### src/rtl/fib_sequencer_if.sv
// fib_sequencer_if: command/stream bundle for fib_sequencer
// Signals: cmd_valid/cmd_ready/cmd_count (command), abort, out_valid/out_ready/out_term/out_index (term stream),
//   done (end pulse), overflow (sticky end-by-overflow), busy; stall_cycles only with FIB_STALL_CNT_EN.
// Modports: master = command source and result sink, slave = the sequencer.
interface fib_sequencer_if #(
  parameter int WIDTH = 64,
  parameter int CNT_W = 16
);
  logic             cmd_valid;
  logic             cmd_ready;
  logic [CNT_W-1:0] cmd_count;
  logic             abort;
  logic             out_valid;
  logic             out_ready;
  logic [WIDTH-1:0] out_term;
  logic [CNT_W-1:0] out_index;
  logic             done;
  logic             overflow;
  logic             busy;
`ifdef FIB_STALL_CNT_EN
  logic [31:0]      stall_cycles;
  modport master (output cmd_valid, cmd_count, abort, out_ready,
                  input cmd_ready, out_valid, out_term, out_index, done, overflow, busy, stall_cycles);
  modport slave  (input cmd_valid, cmd_count, abort, out_ready,
                  output cmd_ready, out_valid, out_term, out_index, done, overflow, busy, stall_cycles);
`else
  modport master (output cmd_valid, cmd_count, abort, out_ready,
                  input cmd_ready, out_valid, out_term, out_index, done, overflow, busy);
  modport slave  (input cmd_valid, cmd_count, abort, out_ready,
                  output cmd_ready, out_valid, out_term, out_index, done, overflow, busy);
`endif
endinterface

### src/rtl/fib_sequencer.sv
// fib_sequencer: accepts a term count and streams F(0), F(1), ... with backpressure
// Ports: clock (rising edge), reset_n (synchronous, active low),
//   bus (fib_sequencer_if.slave): cmd_valid/cmd_ready/cmd_count, abort,
//   out_valid/out_ready/out_term/out_index, done, overflow, busy.
// Optional macro FIB_STALL_CNT_EN adds bus.stall_cycles, a saturating count of stalled RUN cycles.
module fib_sequencer #(
  parameter int WIDTH = 64,
  parameter int CNT_W = 16
) (
  input logic           clock,
  input logic           reset_n,
  fib_sequencer_if.slave bus
);
  typedef enum logic [1:0] {IDLE, RUN, DONE} state_t;
  state_t           state_q;
  logic [WIDTH-1:0] a_q, b_q;
  logic             b_ovf_q;
  logic [CNT_W-1:0] idx_q, rem_q;
  logic             out_valid_q, done_q, overflow_q, busy_q, cmd_ready_q;
  logic [WIDTH:0]   sum;
  logic             last, stop;
  assign sum  = {1'b0, a_q} + {1'b0, b_q};
  assign last = rem_q == CNT_W'(1);
  // abort alone ends the run; an accept ends it on the final count or when the next term would not fit
  assign stop = bus.abort || (bus.out_ready && (last || b_ovf_q));
  always_ff @(posedge clock)
    if (!reset_n) begin
      state_q     <= IDLE;
      a_q         <= '0;
      b_q         <= WIDTH'(1);
      b_ovf_q     <= 1'b0;
      idx_q       <= '0;
      rem_q       <= '0;
      out_valid_q <= 1'b0;
      done_q      <= 1'b0;
      overflow_q  <= 1'b0;
      busy_q      <= 1'b0;
      cmd_ready_q <= 1'b1;
    end else case (state_q)
      IDLE: if (bus.cmd_valid) begin
        a_q         <= '0;
        b_q         <= WIDTH'(1);
        b_ovf_q     <= 1'b0;
        idx_q       <= '0;
        rem_q       <= bus.cmd_count;
        overflow_q  <= 1'b0;
        cmd_ready_q <= 1'b0;
        busy_q      <= 1'b1;
        state_q     <= (bus.cmd_count == '0) ? DONE : RUN;
        out_valid_q <= bus.cmd_count != '0;
        done_q      <= bus.cmd_count == '0;
      end
      RUN: begin
        if (bus.out_ready) begin
          a_q        <= b_q;
          b_q        <= sum[WIDTH-1:0];
          // the carry-out marks b as unrepresentable; the mark rides along until it reaches a
          b_ovf_q    <= b_ovf_q | sum[WIDTH];
          idx_q      <= idx_q + CNT_W'(1);
          rem_q      <= rem_q - CNT_W'(1);
          overflow_q <= !last && b_ovf_q;
        end
        if (stop) begin
          state_q     <= DONE;
          out_valid_q <= 1'b0;
          done_q      <= 1'b1;
        end
      end
      default: begin
        state_q     <= IDLE;
        done_q      <= 1'b0;
        busy_q      <= 1'b0;
        cmd_ready_q <= 1'b1;
      end
    endcase
  assign bus.cmd_ready = cmd_ready_q;
  assign bus.out_valid = out_valid_q;
  assign bus.out_term  = a_q;
  assign bus.out_index = idx_q;
  assign bus.done      = done_q;
  assign bus.overflow  = overflow_q;
  assign bus.busy      = busy_q;
`ifdef FIB_STALL_CNT_EN
  logic [31:0] stall_q;
  always_ff @(posedge clock)
    if (!reset_n || (state_q == IDLE && bus.cmd_valid)) stall_q <= '0;
    else if (state_q == RUN && !bus.out_ready && stall_q != '1) stall_q <= stall_q + 32'd1;
  assign bus.stall_cycles = stall_q;
`endif
endmodule
### src/flat_wrapper.sv
// flat-port wrapper written by rule: the top's interface ports become plain ports
module fib_sequencer_flat 
#(
  parameter int WIDTH = 64,
  parameter int CNT_W = 16
)
  (clock, reset_n, bus_cmd_valid, bus_cmd_count, bus_abort, bus_out_ready, bus_cmd_ready, bus_out_valid, bus_out_term, bus_out_index, bus_done, bus_overflow, bus_busy);
  fib_sequencer_if #(.WIDTH(WIDTH), .CNT_W(CNT_W)) bus_i ();
  input logic clock;
  input logic reset_n;
  input wire logic [$bits(bus_i.cmd_valid)-1:0] bus_cmd_valid;
  input wire logic [$bits(bus_i.cmd_count)-1:0] bus_cmd_count;
  input wire logic [$bits(bus_i.abort)-1:0] bus_abort;
  input wire logic [$bits(bus_i.out_ready)-1:0] bus_out_ready;
  output wire logic [$bits(bus_i.cmd_ready)-1:0] bus_cmd_ready;
  output wire logic [$bits(bus_i.out_valid)-1:0] bus_out_valid;
  output wire logic [$bits(bus_i.out_term)-1:0] bus_out_term;
  output wire logic [$bits(bus_i.out_index)-1:0] bus_out_index;
  output wire logic [$bits(bus_i.done)-1:0] bus_done;
  output wire logic [$bits(bus_i.overflow)-1:0] bus_overflow;
  output wire logic [$bits(bus_i.busy)-1:0] bus_busy;
  assign bus_i.cmd_valid = bus_cmd_valid;
  assign bus_i.cmd_count = bus_cmd_count;
  assign bus_i.abort = bus_abort;
  assign bus_i.out_ready = bus_out_ready;
  assign bus_cmd_ready = bus_i.cmd_ready;
  assign bus_out_valid = bus_i.out_valid;
  assign bus_out_term = bus_i.out_term;
  assign bus_out_index = bus_i.out_index;
  assign bus_done = bus_i.done;
  assign bus_overflow = bus_i.overflow;
  assign bus_busy = bus_i.busy;
  fib_sequencer #(.WIDTH(WIDTH), .CNT_W(CNT_W)) u_core (.clock(clock), .reset_n(reset_n), .bus(bus_i));
endmodule
### config.mk
export PLATFORM = sky130hd
export DESIGN_NAME = fib_sequencer_flat
export DESIGN_NICKNAME = d
export VERILOG_FILES = /design/src/rtl/fib_sequencer_if.sv /design/src/rtl/fib_sequencer.sv /design/src/flat_wrapper.sv
export SDC_FILE = /design/constraint.sdc
export NUM_CORES = 1
export LEC_CHECK = 0
export ABC_AREA = 1
export CELL_PAD_IN_SITES_DETAIL_PLACEMENT = 1
export CELL_PAD_IN_SITES_GLOBAL_PLACEMENT = 2
export CORE_MARGIN = 2
export CORE_UTILIZATION = 25
export CTS_CLUSTER_SIZE = 14
export DETAILED_ROUTE_END_ITERATION = 10
export GPL_TIMING_DRIVEN = 0
export PLACE_DENSITY_LB_ADDON = 0.1
export REMOVE_ABC_BUFFERS = 1
export SLEW_MARGIN = 20
export SYNTH_ARGS = -nofsm -noshare
export SYNTH_HDL_FRONTEND = slang
export SYNTH_SLANG_ARGS = --single-unit
### constraint.sdc
create_clock -name clock -period 4.8 [get_ports clock]
set_clock_uncertainty 0.2 [all_clocks]
set_input_delay 0.72 -clock clock [delete_from_list [all_inputs] [get_ports clock]]
set_output_delay 0.72 -clock clock [all_outputs]
set_load 0.1 [all_outputs]
Yosys cells after proc, flatten, opt, wreduce, memory -nomap -nowiden
Cells that the tools add are included.

Add/subtract/negate cells: 3. Eq/ne operators: 5. Muxes and demuxes: 30. Bitwise gates (word level): 2. Reduce and logical (&&, ||, !) cells: 13.

Operators by type and width (number): two-way mux 64 bit (4); case mux 64 bit (2 select lines) (2); adder 64 x 64 -> 65 bit (1); two-way mux 16 bit (4); case mux 16 bit (2 select lines) (2); adder 16 x 1 -> 16 bit, second input constant (1); == test 16 x 1 -> 1 bit, second input constant (1); zero test 16 bit (1); nonzero test 16 bit (1); subtractor 16 x 1 -> 16 bit, second input constant (1); case mux 1 bit (2 select lines) (6); two-way mux 1 bit (8); two-way mux 2 bit (3); AND reduction 3 bit (2); != test 2 bit, second input constant (2); case mux 2 bit (2 select lines) (1); AND reduction 2 bit (2); == test 2 x 1 -> 1 bit, second input constant (1); logical AND 1 bit (2); zero test 2 bit (1); logical OR 1 bit (2); != test 2 x 1 -> 1 bit, second input constant (1); nonzero test 2 bit (1); zero test 1 bit (1); other kinds (2) (2).

Register bits: 168. Input port bits: 21. Output and inout port bits: 85. Word-level logic and storage cells: 64.

Longest topological paths before layout
Gate-level depths: netlist (run 1).

Depth in word-level cells: 6. Depth in mapped cells: 16. Mapped depth without buffers: 16.

Least setup slack after synthesis (run 1)
Ideal clock, no wire load.

Kind: register to register. Start point: register u_core.a_q[0] (netlist: u_core.bus.out_term[0]). End point: register u_core.b_ovf_q. Setup time: 0.070 ns. Arrival time: 2.595 ns. Data required time: 4.530 ns. Slack: 1.935 ns. Cell stages (with the launch flop): 17. Path buffers: 0. Period minus slack after synthesis: 2.865 ns. Cell sequence: dfxtp_1 ha_1 inv_1 fa_1 inv_1 nand3_1 nand2_1 nand2_1 nand2_1 nand2_1 nand2_1 nand2_1 nand2_1 nand3_1 nand2_1 nand2_1 a21oi_1.

Cells in the longest elaborated chain, start to end: 4.

Ends and longest elaborated chain: start: declaration (line fib_sequencer.sv:16) `logic [WIDTH-1:0] a_q, b_q;`; start signal: assignment (line fib_sequencer.sv:55) `a_q <= b_q;`; adder 64 x 64 -> 65 bit (line fib_sequencer.sv:22) `assign sum = {1'b0, a_q} + {1'b0, b_q};`; OR 1 bit (line fib_sequencer.sv:58) `b_ovf_q <= b_ovf_q | sum[WIDTH];`; two-way mux 1 bit (line fib_sequencer.sv:54) `if (bus.out_ready) begin`; case mux 1 bit (2 select lines) (line fib_sequencer.sv:39) `end else case (state_q)`; end signal: assignment (line fib_sequencer.sv:58); end: declaration (line fib_sequencer.sv:17) `logic b_ovf_q;`.

Every way passes these cells. The select of a mux whose other input is x is not followed. A chain may end at the register's enable or synchronous reset.

Worst setup path after layout (run 1)
Start point: register u_core.state_q[0]. End point: register u_core.idx_q[12] (netlist: u_core.bus.out_index[12]).

Cells in the longest elaborated chain, start to end: 3. Elaborated cells on any way between the ends: 7. Classes of those cells: 3 x eq/ne; 1 x mux; 3 x reduce/logical.

Ends and longest elaborated chain: start: declaration (line fib_sequencer.sv:15) `state_t state_q;`; start signal: assignment (line fib_sequencer.sv:49) `state_q <= (bus.cmd_count == '0) ? DONE : RUN;`; == test 2 x 1 -> 1 bit / zero test 2 bit (equally long branches) (line fib_sequencer.sv:39); != test 2 bit (no source line) / nonzero test 2 bit (equally long branches); AND reduction 3 bit (no source line); end signal: assignment (line fib_sequencer.sv:59) `idx_q <= idx_q + CNT_W'(1);`; end: declaration (line fib_sequencer.sv:18) `logic [CNT_W-1:0] idx_q, rem_q;`.

Several ways; a longest one is shown, not always the timed one.

==> metrics.cfg, run 1 <==
[worst_hold_path]
hold_path.class = reg2reg
hold_end = u_core.bus.busy
min_path_cells = 2
hold_start = u_core.bus.busy

[route]
drt_iter0_markers = 540
vias = 12900
wl_um = 46200
ant_nets = 0
routed_via_density = 4.54
drc_errors = 0
firstDrtPassIters = 6
wl_per_cell_um = 16.3

[yosys]
syn_avg_cell_area_sq_um = 5.70
synth_top_area_frac = 0.275
ys_ff_latch = 167
syn_inst = 2132
ys_async_sr_fraction = 0
synth_area_leaders = dfxtp_1 28%, nand2_1 25%, inv_1 12%, a21oi_1 9.1%, ha_1 6.9%
yosys_warnings = 0
synth-edff-count = 0
synth_area_sq_um = 12200
synth_area_leader_cell = dfxtp_1
ys_seq_area_frac = 0.275
synth_cell_types = 38
ys.flop_type = dfxtp_1

[finish]
regArea_sq_um = 3340
finalNonFillerCells = 2835
finalNetCount = 2296
multi_input_area_sq_um = 7180
final_common_cell = nand2_1
fill_cells = 6317
diodes = 0
drive_above_1_share = 0.0230
final_cell_area_sq_um = 14400
final_cell_mix = 819 x nand2_1, 373 x inv_1, 222 x a21oi_1
fin_util = 0.302
syn_to_final_growth_pct = 18.8

[status]
status = completed

[global_route]
grt_use_total = 0.190
overflow = 0
antenna_found_initial = 0
grt_max_degree = 88
grt_pass1_wl_um = 73600
grt_pass1_vias = 13100

[timing]
finalHoldViolations = 0
fin_hold_ws_ps = 273
final_max_slew_viol_count = 0
finalCritPeriodShare = 0.815
setup-tns-final_ps = 0
rsz0062_at_grt = no
clock.fmax_mhz = 256
fin_crit_ps = 3910
worstMarginPinSlew_ps = 1040
setup_viol = 0
layout_setup_ws_ps = 887
slew_headroom = 0.305

[clock_tree]
clk_pin_slew_ps = 70
ctsResizeCount = 0
cts_setup_buffers = 0
clkSinkCount = 167
cts_tree = built
root_buffer = clkbuf_16
cts_hold_buffers = 0
cts.htree.levels = 4
worstSkewPairLatency_ps = 490
cts_max_path_buffers = 2
cts_made_buffers = 17

[placed_design]
io_buffers = 105
dp_cells = 2803
dpl_cell_area_sq_um = 13800
post-place-ws_ps = 827
dpl.hpwl_um = 37000
routabilityCongestion = 0.837

[floorplanning]
start_util = 0.254
die_w_um = 224
die_height_um = 224
ios = 106
design.core.area_sq_um = 47800
row_count = 80
dieArea_sq_um = 50400

[pwr]
finalPower_mw = 3.38
irDropWorstVdd_mv = 0.263
cellLeakagePower_nw = 6.98
p_per_area_nw_per_um2 = 234

[worst_setup_path]
critPathKind = reg2reg
start_kind = flip-flop
cp.arrival_ps = 4080
worstReg2RegEnd = u_core.bus.out_index[12]
r2r_cells = 11
worstReg2RegStart = u_core.state_q[0]
rrSetupSlack_ps = 890
crit_required_ps = 4970
critPathCaptureType = flip-flop
cp_max_fo = 55

[flow_run]
cap_violations = 0

[critical path, stage by stage (launching register included)]
cell,delay (ps)
dfxtp_1,340
inv_1,80
nor2_4,710
nand2_4,470
nand2_4,650
inv_6,290
nor3_2,260
nand2_1,150
nor3_2,260
inv_1,100
o21ai_1,180
a21oi_1,90
[registers in the layout, summed over array words and instances (netlist names)]
name and cells:
u_core.bus.out_term 64, u_core.b_ovf_q 1, u_core.bus.busy 1, u_core.state_q 1
u_core.bus.overflow 1, u_core.bus.out_index 16, u_core.bus.out_valid 1, u_core.bus.done 1
u_core.b_q 64, u_core.rem_q 16, u_core.bus.cmd_ready 1
[cell usage after synthesis (all sizes together), types with 8 or more instances]
library cell / n
nand3: 109
a31oi: 11
dfxtp: 167
or2: 9
inv: 376
a21oi: 222
buf: 22
nand4: 16
nand2: 821
nor4: 8
nor2: 142
nor3: 27
o21ai: 71
clkbuf: 30
ha: 67
[layer usage]
| layer | track usage | routed length [um] |
|---|---|---|
| met5 | 0 | 0 |
| met2 | 0.340 | 23100 |
| met3 | 0.0306 | 878 |
| met1 | 0.236 | 21600 |
| met4 | 0.0487 | 546 |
[report_power, final]
group / switching [mW] / internal, mW / total [mW]
Sequential: 0.0334 / 1.42 / 1.46
Clock: 0.631 / 0.795 / 1.43
Combinational: 0.366 / 0.131 / 0.497
[final cells by class]
| cell class | count | share of cell area |
|---|---|---|
| Clock inverter | 10 | 0.00832 |
| Timing Repair Buffer | 108 | 0.0782 |
| Clock buffer | 22 | 0.0322 |
| Multi-Input combinational cell | 1536 | 0.497 |
| Inverter | 377 | 0.0989 |
| Sequential cell | 167 | 0.232 |
| Tap cell | 615 | 0.0533 |
[logic make-up after synthesis]
family | after synthesis | share of synthesized area
adders and majority gates | 68 | 0.0706
buffers and inverters | 429 | 0.134
and+or+nand+nor | 1142 | 0.379
xor gates and xnor gates | 6 | 0.00432
AOI/OAI and AO/OA | 320 | 0.137
DFF | 167 | 0.275
[how the worst max path moves through the flow]
stage                               endpoint               from  cells past startpoint
global route        u_core.bus.out_index[12]  u_core.state_q[0]                     11
detailed placement  u_core.bus.out_index[12]    u_core.bus.done                     10
global placement     u_core.bus.out_index[8]            reset_n                      6
CTS                 u_core.bus.out_index[12]  u_core.state_q[0]                     11
finish              u_core.bus.out_index[12]  u_core.state_q[0]                     11
floorplan           u_core.bus.out_index[14]    u_core.bus.done                     11
Note: power is estimated with default switching activity, not from simulation.
==> run 2, diff against run 1 <==
Clock period 4.8 ns to 4 ns, I/O delays scaled along.
==> run 2 against run 1 <==
Net effect:
- combinational power is 21% higher
- worst setup slack worse by 290 ps
- fmax is 15% higher
- largest cell class unchanged
- largest power group unchanged
==> metrics.cfg, run 2 (synthesis gave the netlist of run 1 again) <==
[status]
status = completed

[finish]
fin_util = 0.302
final_cell_mix = 819 x nand2_1, 373 x inv_1, 222 x a21oi_1
finalNonFillerCells = 2836
finalNetCount = 2297
diodes = 0
syn_to_final_growth_pct = 18.9
drive_above_1_share = 0.0234
final_common_cell = nand2_1
final_cell_area_sq_um = 14400

[timing]
setup_viol = 0
slew_headroom = 0.304
clock.fmax_mhz = 294
worstMarginPinSlew_ps = 1040
fin_crit_ps = 3400
layout_setup_ws_ps = 602
fin_hold_ws_ps = 273
finalHoldViolations = 0
setup-tns-final_ps = 0
rsz0062_at_grt = no
final_max_slew_viol_count = 0
finalCritPeriodShare = 0.849

[worst_setup_path]
cp_max_fo = 55
crit_buf_inv = 3
crit_required_ps = 4170
rrSetupSlack_ps = 600
critPathKind = reg2reg
cp_top_family = simple AND/OR/NAND/NOR gates
cp_slowest_cell = nor2_4
start_kind = flip-flop
cp.arrival_ps = 3570
critPathCaptureType = flip-flop
path_cells = inv_1 -> nor2_4 -> nand2_4 -> nand2_8 -> inv_6 -> nor3_2 -> nand2_1 -> nor3_2 -> inv_1 -> o21ai_1 -> a21oi_1
slowest_delay_ps = 510

[floorplanning]
die_height_um = 224
row_count = 80
start_util = 0.254
dieArea_sq_um = 50400
ios = 106
die_w_um = 224
design.core.area_sq_um = 47800

[pwr]
finalPower_mw = 4.06
p_per_area_nw_per_um2 = 281
cellLeakagePower_nw = 6.98
irDropWorstVdd_mv = 0.315

[route]
ant_nets = 0
firstDrtPassIters = 6
wl_um = 46400
drc_errors = 0
vias = 12900
wl_per_cell_um = 16.4
routed_via_density = 4.54
drt_iter0_markers = 508

[clock_tree]
cts_tree = built
cts_setup_buffers = 0
clk_pin_slew_ps = 70
cts_max_path_buffers = 2
cts.htree.levels = 4
clkSinkCount = 167
root_buffer = clkbuf_16
cts_hold_buffers = 0
worstSkewPairLatency_ps = 490
cts_made_buffers = 17

[worst_hold_path]
hold_path.class = reg2reg

[global_route]
antenna_found_initial = 0
grt_pass1_vias = 13200
grt_max_degree = 88
grt_pass1_wl_um = 74000
grt_use_total = 0.192
overflow = 0

[placed_design]
io_buffers = 105
dpl.hpwl_um = 37000
dp_cells = 2803
post-place-ws_ps = 27.3
dpl_cell_area_sq_um = 13800
routabilityCongestion = 0.837

[flow_run]
cap_violations = 0

run 2: final cells by class:
type | instances | area (sq um)
Tap cell | 615 | 769
Timing Repair Buffer | 108 | 1130
Sequential cell | 167 | 3340
Clock buffer | 22 | 464
Fill cell | 6318 | 33400
Clock inverter | 10 | 120
Multi-Input combinational cell | 1537 | 7200
Inverter | 377 | 1430
run 2: repair_timing:
action / in CTS / in global routing
gates resized for setup: 0 / 1
setup endpoints to repair: 1 / 1
endpoints found under the hold margin: 0 / 0
pin swaps: 1 / 0
gates cloned: 1 / 0
run 2: worst paths after layout:
kind | startpoint | endpoint | cells after the start
min reg2reg | u_core.bus.cmd_ready | u_core.bus.cmd_ready | 2
max reg2reg | u_core.state_q[0] | u_core.bus.out_index[12] | 11
max | u_core.state_q[0] | u_core.bus.out_index[12] | 11
min | u_core.bus.cmd_ready | u_core.bus.cmd_ready | 2
run 2: worst min-delay path, stage by stage, from the launching register on:
cell and delay (ps):
dfxtp_1 330, nand2_1 60, nand3_1 60
run 2: layer usage:
metal  up-vias  routed length [um]  global-route usage
met3        22                 797              0.0306
met1      5991               21900               0.240
met2        70               23200               0.341
li1       6788                   -                   -
met5         -                   0                   0
met4         0                 545              0.0487
run 2: power by group:
| group | internal, mW | leakage [nW] | total [mW] | switching (mW) |
|---|---|---|---|---|
| clock | 0.954 | 0.281 | 1.72 | 0.761 |
| combinational | 0.159 | 5.35 | 0.602 | 0.443 |
| sequential | 1.71 | 1.35 | 1.75 | 0.0403 |
==> run 3, diff against run 2 <==
Clock period 4 ns to 3.5 ns, I/O delays scaled along.
==> run 3 against run 2 <==
Net effect:
- die area stayed put
- cell count is 0.11% higher
- critical path type is now reg2out
- register-to-register slack barely moved
- wire length about the same
- highest routed layer unchanged
- sequential cell count did not move
- largest cell class unchanged
==> metrics.cfg, run 3 (synthesis gave the netlist of run 1 again) <==
[status]
status = completed

[finish]
final_common_cell = nand2_1
diodes = 0
final_cell_mix = 819 x nand2_1, 373 x inv_1, 222 x a21oi_1
syn_to_final_growth_pct = 19.1
drive_above_1_share = 0.0247
final_cell_area_sq_um = 14500
finalNetCount = 2300
finalNonFillerCells = 2839
fill_cells = 6320
fin_util = 0.302

[clock_tree]
root_buffer = clkbuf_16
cts_max_path_buffers = 2
cts_tree = built
cts_made_buffers = 17
cts_hold_buffers = 0
cts.htree.levels = 4
clk_pin_slew_ps = 70
clkSinkCount = 167
worstSkewPairLatency_ps = 490

[pwr]
irDropWorstVdd_mv = 0.361
cellLeakagePower_nw = 7.00
p_per_area_nw_per_um2 = 321

[timing]
fin_hold_ws_ps = 273
setup_viol = 0
fin_crit_ps = 2930
slew_headroom = 0.303
rsz0062_at_grt = no
finalHoldViolations = 0
final_max_slew_viol_count = 0
worstMarginPinSlew_ps = 1040
finalCritPeriodShare = 0.838
clock.fmax_mhz = 341

[global_route]
grt_use_total = 0.192
grt_pass1_wl_um = 74000
overflow = 0
antenna_found_initial = 0
grt_pass1_vias = 13200
grt_max_degree = 88

[worst_setup_path]
start_kind = flip-flop
cp_max_fo = 6
rrSetupSlack_ps = 610
crit_buf_inv = 1
critPathKind = reg2out
worstReg2RegStart = u_core.bus.out_term[0]
worstReg2RegEnd = u_core.b_q[62]
crit_required_ps = 2770
r2r_cells = 15
critPathCaptureType = output pin
cp.arrival_ps = 2210
path_cells = clkdlybuf4s50_1
cp_slowest_cell = clkdlybuf4s50_1
cp_top_family = buffers and inverters
slowest_delay_ps = 1200

[worst_hold_path]
min_path_cells = 2
hold_start = u_core.bus.cmd_ready
hold_end = u_core.bus.cmd_ready
hold_path.class = reg2reg

[route]
ant_nets = 0
wl_um = 46400
wl_per_cell_um = 16.4
vias = 12900
routed_via_density = 4.55
drt_iter0_markers = 523
drc_errors = 0
firstDrtPassIters = 5

[floorplanning]
ios = 106
start_util = 0.254
die_height_um = 224
die_w_um = 224
dieArea_sq_um = 50400
row_count = 80
design.core.area_sq_um = 47800

[flow_run]
cap_violations = 0

[placed_design]
routabilityCongestion = 0.837
dpl.hpwl_um = 37000
io_buffers = 105
dpl_cell_area_sq_um = 13800
dp_cells = 2803

-- run 3: cell types whose count changed in the layout (fill, tap and decap cells not counted) --
cell,before,now
buf_4,0,3
-- run 3: worst min-delay path, stage by stage, from the launching register on --
cell and delay (ps):
dfxtp_1 330, nand2_1 60, nand3_1 60
-- run 3: layer usage --
metal	vias up	share of wire	GRT usage
met5	-	0	0
met4	0	0.012	0.0487
met3	25	0.018	0.0306
met2	81	0.50	0.341
met1	6010	0.47	0.240
li1	6791	-	-
-- run 3: area by class of cell --
cell class	instances	area [sq um]	area share
multi-input combinational	1537	7200	0.497
sequential	167	3340	0.231
inverter	377	1430	0.0987
timing repair buffer	111	1150	0.0795
tap	615	769	0.0532
clock buffer	22	464	0.0321
clock inverter	10	120	0.00830
-- run 3: report_power, final --
group	switching (mW)	internal, mW
logic	0.507	0.185
registers	0.0462	1.95
clock network	0.867	1.09
total	1.42	3.22
-- run 3: worst max-delay path by stage --
stage | startpoint | endpoint | cells past startpoint
5_1_grt | u_core.state_q[0] | u_core.bus.out_index[12] | 11
4_1_cts | u_core.state_q[0] | u_core.bus.out_index[12] | 11
2_1_floorplan | u_core.bus.done | u_core.bus.out_index[14] | 11
6_report | u_core.bus.done | bus_done | 1
3_5_place_dp | u_core.bus.done | u_core.bus.out_index[12] | 10
3_3_place_gp | reset_n | u_core.bus.out_index[8] | 6
-- run 3: through the flow --
stage / setup slack [ps] / TNS, ps / power [mW]
floorplan: -348 / -7840 / 2.49
global placement: -1920 / -158110 / 2.71
detailed placement: -473 / -5350 / 2.74
CTS: 60.2 / 0 / 4.76
global route: 338 / 0 / 4.90
finish: 566 / 0 / 4.64
-- run 3: repair_timing --
item                       4_1_cts  5_1_grt
hold endpoints to repair         0        0
gates resized for setup          1        0
gates cloned                     1        0
pin swaps                        1        1
setup buffers                    0        3
setup endpoints to repair       94        3
